## src/rtl/uart_pkg.sv

```systemverilog
// Shared types and constants for the 8N1 UART transceiver.
package uart_pkg;

  localparam int FRAME_DATA_BITS = 8;
  localparam int RX_FIFO_DEPTH   = 4;

  typedef enum logic [2:0] {
    TX_IDLE  = 3'd0,
    TX_START = 3'd1,
    TX_DATA  = 3'd2,
    TX_STOP  = 3'd3
  } tx_state_t;

  typedef enum logic [2:0] {
    RX_IDLE  = 3'd0,
    RX_START = 3'd1,
    RX_DATA  = 3'd2,
    RX_STOP  = 3'd3
  } rx_state_t;

endpackage

```

## src/rtl/uart_rx_fifo.sv

```systemverilog
// Receive buffer: single holding register for DEPTH == 1, otherwise a ring FIFO.
// A push into a full buffer is dropped unless a pop happens in the same cycle.
module uart_rx_fifo
  import uart_pkg::*;
#(
  parameter int DEPTH = RX_FIFO_DEPTH,
  parameter int WIDTH = FRAME_DATA_BITS
) (
  input  logic             clk,
  input  logic             rst_n,
  input  logic             push,
  input  logic [WIDTH-1:0] push_data,
  input  logic             pop,
  output logic [WIDTH-1:0] data,
  output logic             valid
);

  if (DEPTH == 1) begin : g_hold
    logic [WIDTH-1:0] hold;
    logic             occupied;
    logic             do_pop;
    logic             do_push;

    assign do_pop  = pop && occupied;
    assign do_push = push && (!occupied || do_pop);
    assign data    = hold;
    assign valid   = occupied;

    always_ff @(posedge clk or negedge rst_n) begin
      if (!rst_n) begin
        hold     <= '0;
        occupied <= 1'b0;
      end else begin
        if (do_push) hold <= push_data;
        if (do_push)     occupied <= 1'b1;
        else if (do_pop) occupied <= 1'b0;
      end
    end
  end else begin : g_ring
    localparam int PW = $clog2(DEPTH);
    localparam int CW = $clog2(DEPTH + 1);
    localparam logic [PW-1:0] LAST_PTR = PW'(DEPTH - 1);
    localparam logic [CW-1:0] FULL_CNT = CW'(DEPTH);

    logic [WIDTH-1:0] mem [DEPTH];
    logic [PW-1:0]    rd_ptr;
    logic [PW-1:0]    wr_ptr;
    logic [CW-1:0]    count;
    logic             full;
    logic             do_pop;
    logic             do_push;

    assign full    = (count == FULL_CNT);
    assign valid   = (count != '0);
    assign do_pop  = pop && valid;
    // When full, a simultaneous pop frees the slot wr_ptr points at.
    assign do_push = push && (!full || do_pop);
    assign data    = mem[rd_ptr];

    always_ff @(posedge clk or negedge rst_n) begin
      if (!rst_n) begin
        for (int unsigned i = 0; i < DEPTH; i++) mem[i] <= '0;
        rd_ptr <= '0;
        wr_ptr <= '0;
        count  <= '0;
      end else begin
        if (do_push) begin
          mem[wr_ptr] <= push_data;
          wr_ptr      <= (wr_ptr == LAST_PTR) ? '0 : wr_ptr + 1'b1;
        end
        if (do_pop) rd_ptr <= (rd_ptr == LAST_PTR) ? '0 : rd_ptr + 1'b1;
        case ({do_push, do_pop})
          2'b10:   count <= count + 1'b1;
          2'b01:   count <= count - 1'b1;
          default: count <= count;
        endcase
      end
    end
  end

endmodule

```

## src/rtl/uart_transceiver.sv

```systemverilog
// Full-duplex 8N1 UART with ready/valid byte ports. Define UART_RX_FIFO_EN
// to replace the single receive holding register with a 4-entry FIFO.
module uart_transceiver
  import uart_pkg::*;
#(
  parameter int CLOCK_FREQ = 50_000_000,
  parameter int BAUD_RATE  = 115_200
) (
  input  logic       clk,
  input  logic       rst_n,
  input  logic [7:0] DataIn,
  input  logic       DataInValid,
  output logic       DataInReady,
  output logic [7:0] DataOut,
  output logic       DataOutValid,
  input  logic       DataOutReady,
  input  logic       SerialIn,
  output logic       SerialOut
);

  localparam int CLOCKS_PER_BIT = CLOCK_FREQ / BAUD_RATE;
  localparam int CW = $clog2(CLOCKS_PER_BIT);
  localparam int IW = $clog2(FRAME_DATA_BITS);
  localparam logic [CW-1:0] BIT_LAST  = CW'(CLOCKS_PER_BIT - 1);
  localparam logic [CW-1:0] HALF_LAST = CW'(CLOCKS_PER_BIT / 2 - 1);
  localparam logic [IW-1:0] IDX_LAST  = IW'(FRAME_DATA_BITS - 1);

`ifdef UART_RX_FIFO_EN
  localparam int RX_DEPTH = RX_FIFO_DEPTH;
`else
  localparam int RX_DEPTH = 1;
`endif

  // ---------------- transmitter ----------------
  tx_state_t                  tx_state, tx_next;
  logic [CW-1:0]              tx_cnt, tx_cnt_next;
  logic [IW-1:0]              tx_idx, tx_idx_next;
  logic [FRAME_DATA_BITS-1:0] tx_shift, tx_shift_next;
  logic                       tx_bit_done;
  logic                       tx_line;
  logic                       tx_ready;

  always_ff @(posedge clk or negedge rst_n) begin
    if (!rst_n) begin
      tx_state <= TX_IDLE;
      tx_cnt   <= '0;
      tx_idx   <= '0;
      tx_shift <= '0;
    end else begin
      tx_state <= tx_next;
      tx_cnt   <= tx_cnt_next;
      tx_idx   <= tx_idx_next;
      tx_shift <= tx_shift_next;
    end
  end

  always_comb begin
    tx_next       = tx_state;
    tx_cnt_next   = tx_cnt;
    tx_idx_next   = tx_idx;
    tx_shift_next = tx_shift;
    tx_line       = 1'b1;
    tx_ready      = 1'b0;
    tx_bit_done   = (tx_cnt == BIT_LAST);
    if (tx_state != TX_IDLE) tx_cnt_next = tx_bit_done ? '0 : tx_cnt + 1'b1;
    case (tx_state)
      TX_IDLE: begin
        tx_ready = 1'b1;
        if (DataInValid) begin
          tx_shift_next = DataIn;
          tx_cnt_next   = '0;
          tx_idx_next   = '0;
          tx_next       = TX_START;
        end
      end
      TX_START: begin
        tx_line = 1'b0;
        if (tx_bit_done) tx_next = TX_DATA;
      end
      TX_DATA: begin
        tx_line = tx_shift[0];
        if (tx_bit_done) begin
          tx_shift_next = tx_shift >> 1;
          tx_idx_next   = tx_idx + 1'b1;
          if (tx_idx == IDX_LAST) tx_next = TX_STOP;
        end
      end
      TX_STOP: begin
        if (tx_bit_done) tx_next = TX_IDLE;
      end
      default: tx_next = TX_IDLE;
    endcase
  end

  assign SerialOut   = tx_line;
  assign DataInReady = tx_ready;

  // ---------------- receiver ----------------
  rx_state_t                  rx_state, rx_next;
  logic [CW-1:0]              rx_cnt, rx_cnt_next;
  logic [IW-1:0]              rx_idx, rx_idx_next;
  logic [FRAME_DATA_BITS-1:0] rx_shift, rx_shift_next;
  logic                       rx_meta, rx_sync, rx_prev;
  logic                       rx_fall;
  logic                       rx_push;

  // Synchroniser and edge-detect flops reset to the idle level so that
  // leaving reset never looks like a start edge.
  always_ff @(posedge clk or negedge rst_n) begin
    if (!rst_n) begin
      rx_meta <= 1'b1;
      rx_sync <= 1'b1;
      rx_prev <= 1'b1;
    end else begin
      rx_meta <= SerialIn;
      rx_sync <= rx_meta;
      rx_prev <= rx_sync;
    end
  end

  // A fall needs a preceding 1, so after a framing error the line must
  // return high before the next frame can start.
  assign rx_fall = rx_prev && !rx_sync;

  always_ff @(posedge clk or negedge rst_n) begin
    if (!rst_n) begin
      rx_state <= RX_IDLE;
      rx_cnt   <= '0;
      rx_idx   <= '0;
      rx_shift <= '0;
    end else begin
      rx_state <= rx_next;
      rx_cnt   <= rx_cnt_next;
      rx_idx   <= rx_idx_next;
      rx_shift <= rx_shift_next;
    end
  end

  always_comb begin
    rx_next       = rx_state;
    rx_cnt_next   = rx_cnt;
    rx_idx_next   = rx_idx;
    rx_shift_next = rx_shift;
    rx_push       = 1'b0;
    case (rx_state)
      RX_IDLE: begin
        if (rx_fall) begin
          rx_cnt_next = '0;
          rx_idx_next = '0;
          rx_next     = RX_START;
        end
      end
      RX_START: begin
        if (rx_cnt == HALF_LAST) begin
          rx_cnt_next = '0;
          rx_next     = rx_sync ? RX_IDLE : RX_DATA;
        end else begin
          rx_cnt_next = rx_cnt + 1'b1;
        end
      end
      RX_DATA: begin
        if (rx_cnt == BIT_LAST) begin
          rx_cnt_next   = '0;
          rx_shift_next = {rx_sync, rx_shift[FRAME_DATA_BITS-1:1]};
          rx_idx_next   = rx_idx + 1'b1;
          if (rx_idx == IDX_LAST) rx_next = RX_STOP;
        end else begin
          rx_cnt_next = rx_cnt + 1'b1;
        end
      end
      RX_STOP: begin
        if (rx_cnt == BIT_LAST) begin
          rx_cnt_next = '0;
          rx_push     = rx_sync;
          rx_next     = RX_IDLE;
        end else begin
          rx_cnt_next = rx_cnt + 1'b1;
        end
      end
      default: rx_next = RX_IDLE;
    endcase
  end

  uart_rx_fifo #(
    .DEPTH (RX_DEPTH),
    .WIDTH (FRAME_DATA_BITS)
  ) u_rx_fifo (
    .clk       (clk),
    .rst_n     (rst_n),
    .push      (rx_push),
    .push_data (rx_shift),
    .pop       (DataOutReady),
    .data      (DataOut),
    .valid     (DataOutValid)
  );

endmodule

```

## config.mk

```make
export PLATFORM = sky130hd
export DESIGN_NAME = uart_transceiver
export DESIGN_NICKNAME = d
export VERILOG_FILES = /design/src/rtl/uart_pkg.sv /design/src/rtl/uart_rx_fifo.sv /design/src/rtl/uart_transceiver.sv
export SDC_FILE = /design/constraint.sdc
export NUM_CORES = 1
export LEC_CHECK = 0
export ABC_AREA = 1
export BUFFER_PORTS_ARGS = -buffer_cell sky130_fd_sc_hd__buf_2
export CAP_MARGIN = 40
export CORE_MARGIN = 8
export CORE_UTILIZATION = 42
export DETAILED_ROUTE_END_ITERATION = 7
export PLACE_DENSITY = 0.63
export RECOVER_POWER = 50
export SYNTH_ARGS = -nofsm -noshare
export SYNTH_HDL_FRONTEND = slang
export SYNTH_SLANG_ARGS = --single-unit
```

## constraint.sdc

```tcl
create_clock -name clk -period 2.15 [get_ports clk]
set_input_delay 0.1075 -clock clk [delete_from_list [all_inputs] [get_ports clk]]
set_output_delay 0.1075 -clock clk [all_outputs]
set_load 0.05 [all_outputs]
```

# Word-level counts from Yosys, hierarchy flattened
# Index checks and enable logic that the tools add are counted.
# W data, S select, Z words.
[word_totals]
register_bits = 58
input_bits = 13
output_inout_bits = 11
word_cells = 94
[classes]
addsub = 4
n_eq_ne = 21
muxes = 36
n_reduce_logical = 20
[ops]
columns = ["op", "count"]
rows = [
  ["$mux W9", 7],
  ["$mux W3", 14],
  ["$pmux W9 S3", 1],
  ["$pmux W3 S4", 2],
  ["$ne A2 B2 Y1 const B", 10],
  ["$add A9 B1 Y9 const B", 2],
  ["$eq A9 B9 Y1 const B", 2],
  ["$mux W8", 2],
  ["$pmux W8 S2", 1],
  ["$eq A3 B2 Y1 const B", 4],
  ["$pmux W3 S2", 2],
  ["$reduce_and A5 Y1", 2],
  ["$eq A9 B8 Y1 const B", 1],
  ["$add A3 B1 Y3 const B", 2],
  ["$eq A3 B1 Y1 const B", 2],
  ["$eq A3 B3 Y1 const B", 2],
  ["$logic_not A3 Y1", 2],
  ["$reduce_and A3 Y1", 2],
  ["$reduce_bool A2 Y1", 3],
  ["$reduce_bool A3 Y1", 2],
  ["$mux W1", 5],
  ["$reduce_and A2 Y1", 2],
  ["$logic_and A1 B1 Y1", 3],
  ["$logic_not A1 Y1", 2],
  ["4 further kinds", 4],
]

# Longest topological paths before layout
# Gate-level depths: netlist of the first run.
[depth]
word_depth = 5
mapped_depth = 10
ltp_nobuf = 10

# Modules after synthesis
# From an unflattened synthesis of the first run, not the netlist that was laid out.
[hier_totals]
hier_cells = 346
hier_area_um2 = 2845.2
[by_module_without_submodules]
columns = ["module", "n_inst", "cells_each", "area_per_inst_um2", "seq_area_each_um2"]
rows = [
  ["uart_transceiver", 1, 308, 2476.1, 1179.9],
  ["uart_rx_fifo", 1, 38, 369.1, 225.2],
]

# Worst setup path after synthesis of the first run
# Ideal clock, no wire load.
[synth_timing]
path_kind = "register to output"
start = "reg tx_state[0]"
end = "out SerialOut"
arrival_ps = 2084
required_time_ps = 2043
setup_slack_ps = -42
path_stages_with_launch = 6
n_path_buf = 2
path_cell_list = "dfrtp_1 -> inv_1 -> ha_1 -> buf_2 -> buf_1 -> o21ai_0"
[synth_via]
elab_chain_len = 2
elab_cells_between_ends = 3
classes_between = "2 x eq/ne; 1 x mux"
[synth_lines]
columns = ["item", "line_no", "source"]
rows = [
  ["start: declaration", "uart_transceiver.sv:35", "tx_state_t tx_state, tx_next;"],
  ["start signal: assignment", "uart_transceiver.sv:50", "tx_state <= tx_next;"],
  ["$eq A3 B2 Y1 / $eq A3 B1 Y1 (equally long branches)", "uart_transceiver.sv:66", "case (tx_state)"],
  ["$pmux W1 S2 (*)", "uart_transceiver.sv:66", ""],
  ["end: declaration", "uart_transceiver.sv:18", "output logic SerialOut"],
]
# Every way passes the cells marked *; elsewhere a longest branch is shown, timed or not.

# Worst setup path after layout of the first run
# Ends and elaborated chain as after synthesis.

==> qor.txt, run 1 <==
status: finished, final reports clean
largest area contributor in the netlist: dfrtp_1
EDFF count, synth: 0
Post-CTS Hold Buffers: 3
sequential-to-total area share from yosys stat: 0.483
placed cell area: 3100 um2
vias per inst: 4.75
Crit Path Max Fanout: 12
Synth Cell Area: 2910 um2
Final Max Slew Viols: 0
total track usage: 0.121
htree depth: 2
syn_area_per_cell: 8.33 um2
Post-Syn Nets: 375
CTS tree: built
Hold Path Class: primary input to flip-flop
Routed Antenna Nets: 0
R2R setup slack: 440 ps
LEAKAGE: 1.66 nW
DRT Pass-1 Iters: 4
Clk pin slew, worst setup/hold paths: 110 ps
Overflow after GRT: 0
Port Buffers: 23
Layout area overhead: 10.7%
die area: 9840 um2
Hold Slack: 74.3 ps
Layout Skew: 14.5 ps
Reg-to-Reg Start: tx_state[1]$_DFFE_PN0P_
CP Launch Type: flip-flop
post-CTS sizing: 0
CTS Buf Count: 5
commonest cells in the netlist: nand2_1 (122), dfrtp_1 (53), inv_1 (37)
Setup CP Type: flip-flop to output pin
DRT iter0 DRCs: 81
initial core utilization: 0.430
Avg WL per Cell: 11.6 um
I/O pin cnt: 24
R2R cell count: 9
TritonCTS Sinks: 56
Setup TNS: 0 ps
Post-Synthesis Cells: 349
min-delay src: DataIn[2]
first-pass GRT wire length: 9840 um
layout cell share with drive strength beyond 1: 0.163
clk root buf: clkbuf_8
top post-synthesis cells by area: dfrtp_1 (46%), nand2_1 (16%), ha_1 (5.6%)
Die H: 99.2 um
via count: 2187
Nets: 405
Register Area: 1410 um2
Peak Freq: 535 MHz
WHS Endpoint: tx_shift[2]$_DFFE_PN0P_
CP Data Required Time: 2040 ps
RSZ-0062 raised after global routing: false
Cell Rows: 30
Post-synth ARST share: 1.00
Ant. Diodes: 0
Final period util: 0.870
Placer Congestion: 0.863
fillers: 674
CP Capture Type: output pin
die width: 99.2 um
Seq cells post-synth: 56
ys flop type: dfrtp_1
Total Wirelength: 5320 um
final std cell area, no fill: 3220 um2
largest net degree at the start of global routing: 32
antenna violations before repair: 0
Slew @ Worst Pin: 1460 ps
Tmin final: 1870 ps
RR Endpoint: tx_shift[1]$_DFFE_PN0P_
Core Area: 6760 um2
Multi-input gate area: 1300 um2
residual DRC count: 0
count of final setup violators: 0
Distinct cells, synth: 28
later-pin clock latency in the skew report: 320 ps
Post CTS Setup Buffer Count: 0
Max transition margin: 0.0271
Power per Cell Area: 1040 nW/um2
Yosys top cell area share: 0.456
most common cell in the netlist: nand2_1
Max-cap violations: 0
Clock Path Buffers: 2
final hold viol count: 0
Critical Path AT: 1760 ps
Peak supply drop: 0.000883 V
Ys Warns: 0
Post-DP HPWL: 3830 um
vias in the first global route: 2222
Worst Hold Depth: 5
## area by class of cell
type                    instances  area share
flip-flops and latches         56       0.437
clock inverters                 3     0.00739
repair buffers                 29      0.0537
inverters                      39      0.0463
multi-input cells             248       0.404
clock buffers                   5      0.0214
well taps                      80      0.0311
## power by group
| group | internal [mW] | total [mW] | leakage (nW) | switching, mW |
|---|---|---|---|---|
| logic | 0.439 | 1.33 | 0.876 | 0.894 |
| registers | 1.26 | 1.42 | 0.742 | 0.165 |
| clock network | 0.232 | 0.593 | 0.0404 | 0.361 |
| total | 1.93 | 3.35 | 1.66 | 1.42 |
## cell families (layout without fill, tap and decap cells)
| group | count (synthesis) | after routing | synth area share |
|---|---|---|---|
| buf+inv | 45 | 76 | 0.0697 |
| xor+xnor | 7 | 7 | 0.0211 |
| flops | 56 | 56 | 0.483 |
| fa+ha+maj | 13 | 13 | 0.0560 |
| compound gates | 41 | 41 | 0.0960 |
| simple gates | 187 | 187 | 0.274 |
## placed cells by master, fill, tap and decap left out, drive strengths merged, types with 2 or more instances in the layout
cell type,n
xor2,6
a21oi,5
clkinv,2
ha,13
dlygate4sd3,3
o21ai,31
dfstp,3
nand2,132
nand3,26
inv,38
nor2,26
clkbuf,11
o22ai,4
clkinvlp,2
buf,20
dfrtp,53
## worst max path at each step
stage,start,endpoint,slack (ps),cells past startpoint
floorplan,tx_state[0]$_DFFE_PN0P_,tx_state[0]$_DFFE_PN0P_,300,9
global placement,tx_state[0]$_DFFE_PN0P_,tx_shift[5]$_DFFE_PN0P_,460,9
detailed placement,tx_state[1]$_DFFE_PN0P_,tx_shift[1]$_DFFE_PN0P_,440,9
CTS,tx_state[0]$_DFFE_PN0P_,SerialOut,250,6
global route,tx_state[0]$_DFFE_PN0P_,SerialOut,130,6
finish,tx_state[0]$_DFFE_PN0P_,SerialOut,280,6
## state kept, by name, summed over array words and instances, names as in the netlist
name / cells
rx_cnt: 9
tx_cnt: 9
rx_shift: 8
tx_shift: 8
u_rx_fifo.data: 8
rx_idx: 3
tx_idx: 3
rx_state: 2
tx_state: 2
rx_meta: 1
rx_prev: 1
rx_sync: 1
u_rx_fifo.valid: 1
## critical path, stage by stage (launching register included)
cell	delay, ps
dfrtp_1	420
inv_1	90
ha_1	290
buf_4	230
nand2_1	60
o21ai_1	70
buf_2	280
## through the flow
step	total power, mW	setup slack, ps	utilization	instances
6_report	3.35	280	0.476	460
5_1_grt	3.66	125	0.476	460
4_1_cts	3.40	249	0.477	460
3_5_place_dp	2.79	443	0.459	449
3_3_place_gp	2.76	457	0.459	449
2_1_floorplan	2.48	300	-	349
## metal layers
metal  vias to the layer above  routed length (um)  GRT usage
li1                       1154                   -          -
met1                      1003                2700      0.149
met5                         -                   0          0
met2                        25                2350      0.200
met4                         0                  59     0.0349
met3                         5                 203     0.0356
Note: power is estimated with default switching activity, not from simulation.
==> run 2: changes to the inputs <==
Settings changed: MAX_ROUTING_LAYER set to met4.
==> run 2 against run 1 <==
Compared with the run above: critical path depth is the same; final cell count is the same; routed wire length is essentially flat; clock-buffer cell count is the same; critical path type unchanged; largest cell class unchanged; highest routed layer unchanged.
==> qor.txt, run 2 (same netlist as run 1, synthesis figures left out) <==
Post CTS Setup Buffer Count: 0
final worst slack: 279 ps
vias in the first global route: 2221
Placer Congestion: 0.877
CTS Buf Count: 5
later-pin clock latency in the skew report: 320 ps
Final Max Slew Viols: 0
first-pass GRT wire length: 9850 um
R2R cell count: 9
CP Data Required Time: 2040 ps
Port Buffers: 23
Hold Slack: 73.5 ps
Post-Place Setup Slack: 443 ps
R2R setup slack: 440 ps
Peak Freq: 535 MHz
Worst Hold Depth: 5
min-delay src: DataIn[2]
Core Area: 6760 um2
Final period util: 0.870
Overflow after GRT: 0
Slew @ Worst Pin: 1460 ps
Hold Path Class: primary input to flip-flop
Layout area overhead: 10.7%
initial core utilization: 0.430
die area: 9840 um2
Reg-to-Reg Start: tx_state[1]$_DFFE_PN0P_
RR Endpoint: tx_shift[1]$_DFFE_PN0P_
Max-cap violations: 0
CTS tree: built
final core occ: 0.476
die width: 99.2 um
clk root buf: clkbuf_8
count of final setup violators: 0
final non-filler cell total: 460
antenna violations before repair: 0
vias per inst: 4.75
Power per Cell Area: 1040 nW/um2
RSZ-0062 raised after global routing: false
status: finished, final reports clean
commonest non-fill, non-tap cell in the layout: nand2_1
Max transition margin: 0.0271
Setup CP Type: flip-flop to output pin
Routed Antenna Nets: 0
DRT iter0 DRCs: 79
I/O pin cnt: 24
final hold viol count: 0
Ant. Diodes: 0
placed cells: 449
Setup TNS: 0 ps
Clock Path Buffers: 2
total track usage: 0.124
Total Wirelength: 5310 um
fillers: 674
largest net degree at the start of global routing: 32
Die H: 99.2 um
Critical Path AT: 1760 ps
CP Launch Type: flip-flop
TritonCTS Sinks: 56
layout cell share with drive strength beyond 1: 0.163
LEAKAGE: 1.66 nW
Nets: 405
Post-DP HPWL: 3830 um
most frequent cells in the layout: nand2_1 (122), dfrtp_1 (53), inv_1 (37), nand3_1 (26), nor2_1 (22)
DRT Pass-1 Iters: 4
Layout Skew: 14.7 ps
Tmin final: 1870 ps
CP Capture Type: output pin
WHS Endpoint: tx_shift[2]$_DFFE_PN0P_
Crit Path Max Fanout: 12
residual DRC count: 0
Clk pin slew, worst setup/hold paths: 110 ps
largest registers: rx_cnt: 9 flops, tx_cnt: 9 flops
Peak supply drop: 0.000884 V
htree depth: 2
Cell Rows: 30
Avg WL per Cell: 11.6 um
via count: 2187
run 2: worst max-delay path: stages, from the launching register on:
cell     delay [ps]
dfrtp_1         420
inv_1            90
ha_1            290
buf_4           230
nand2_1          60
o21ai_1          70
buf_2           280
run 2: worst max-delay path by stage:
stage,from,endpoint
after floorplan,tx_state[0]$_DFFE_PN0P_,tx_state[0]$_DFFE_PN0P_
after global placement,tx_state[0]$_DFFE_PN0P_,tx_shift[5]$_DFFE_PN0P_
after detailed placement,tx_state[1]$_DFFE_PN0P_,tx_shift[1]$_DFFE_PN0P_
after CTS,tx_state[0]$_DFFE_PN0P_,SerialOut
after global routing,tx_state[0]$_DFFE_PN0P_,SerialOut
final,tx_state[0]$_DFFE_PN0P_,SerialOut
run 2: what timing repair did:
item	CTS	global route
gates resized for setup	0	0
endpoints found under the hold margin	27	0
hold buffers	3	0
run 2: area by class of cell:
cell class	count	area, um2	area share
Tap cell	80	100	0.0311
Sequential cell	56	1410	0.437
Multi-Input combinational cell	248	1300	0.404
Inverter	39	149	0.0463
Clock inverter	3	23.8	0.00739
Timing Repair Buffer	29	173	0.0537
Clock buffer	5	68.8	0.0214
run 2: through the flow:
step                      total power [mW]  instance area [um2]
after detailed placement              2.79                 3100
final                                 3.35                 3220
after global routing                  3.66                 3220
after floorplan                       2.48                 2910
after global placement                2.76                 3100
after CTS                             3.40                 3230
run 2: routing by layer:
metal	up-vias	global-route usage	wire length [um]
met5	-	-	0
met4	0	0.0349	59
met3	5	0.0321	158
met2	25	0.200	2350
met1	1003	0.151	2740
li1	1154	-	-
run 2: power by group:
part           switching [mW]  internal, mW  total (mW)
Combinational           0.894         0.439        1.33
Clock                   0.362         0.232       0.594
Sequential              0.165          1.26        1.42
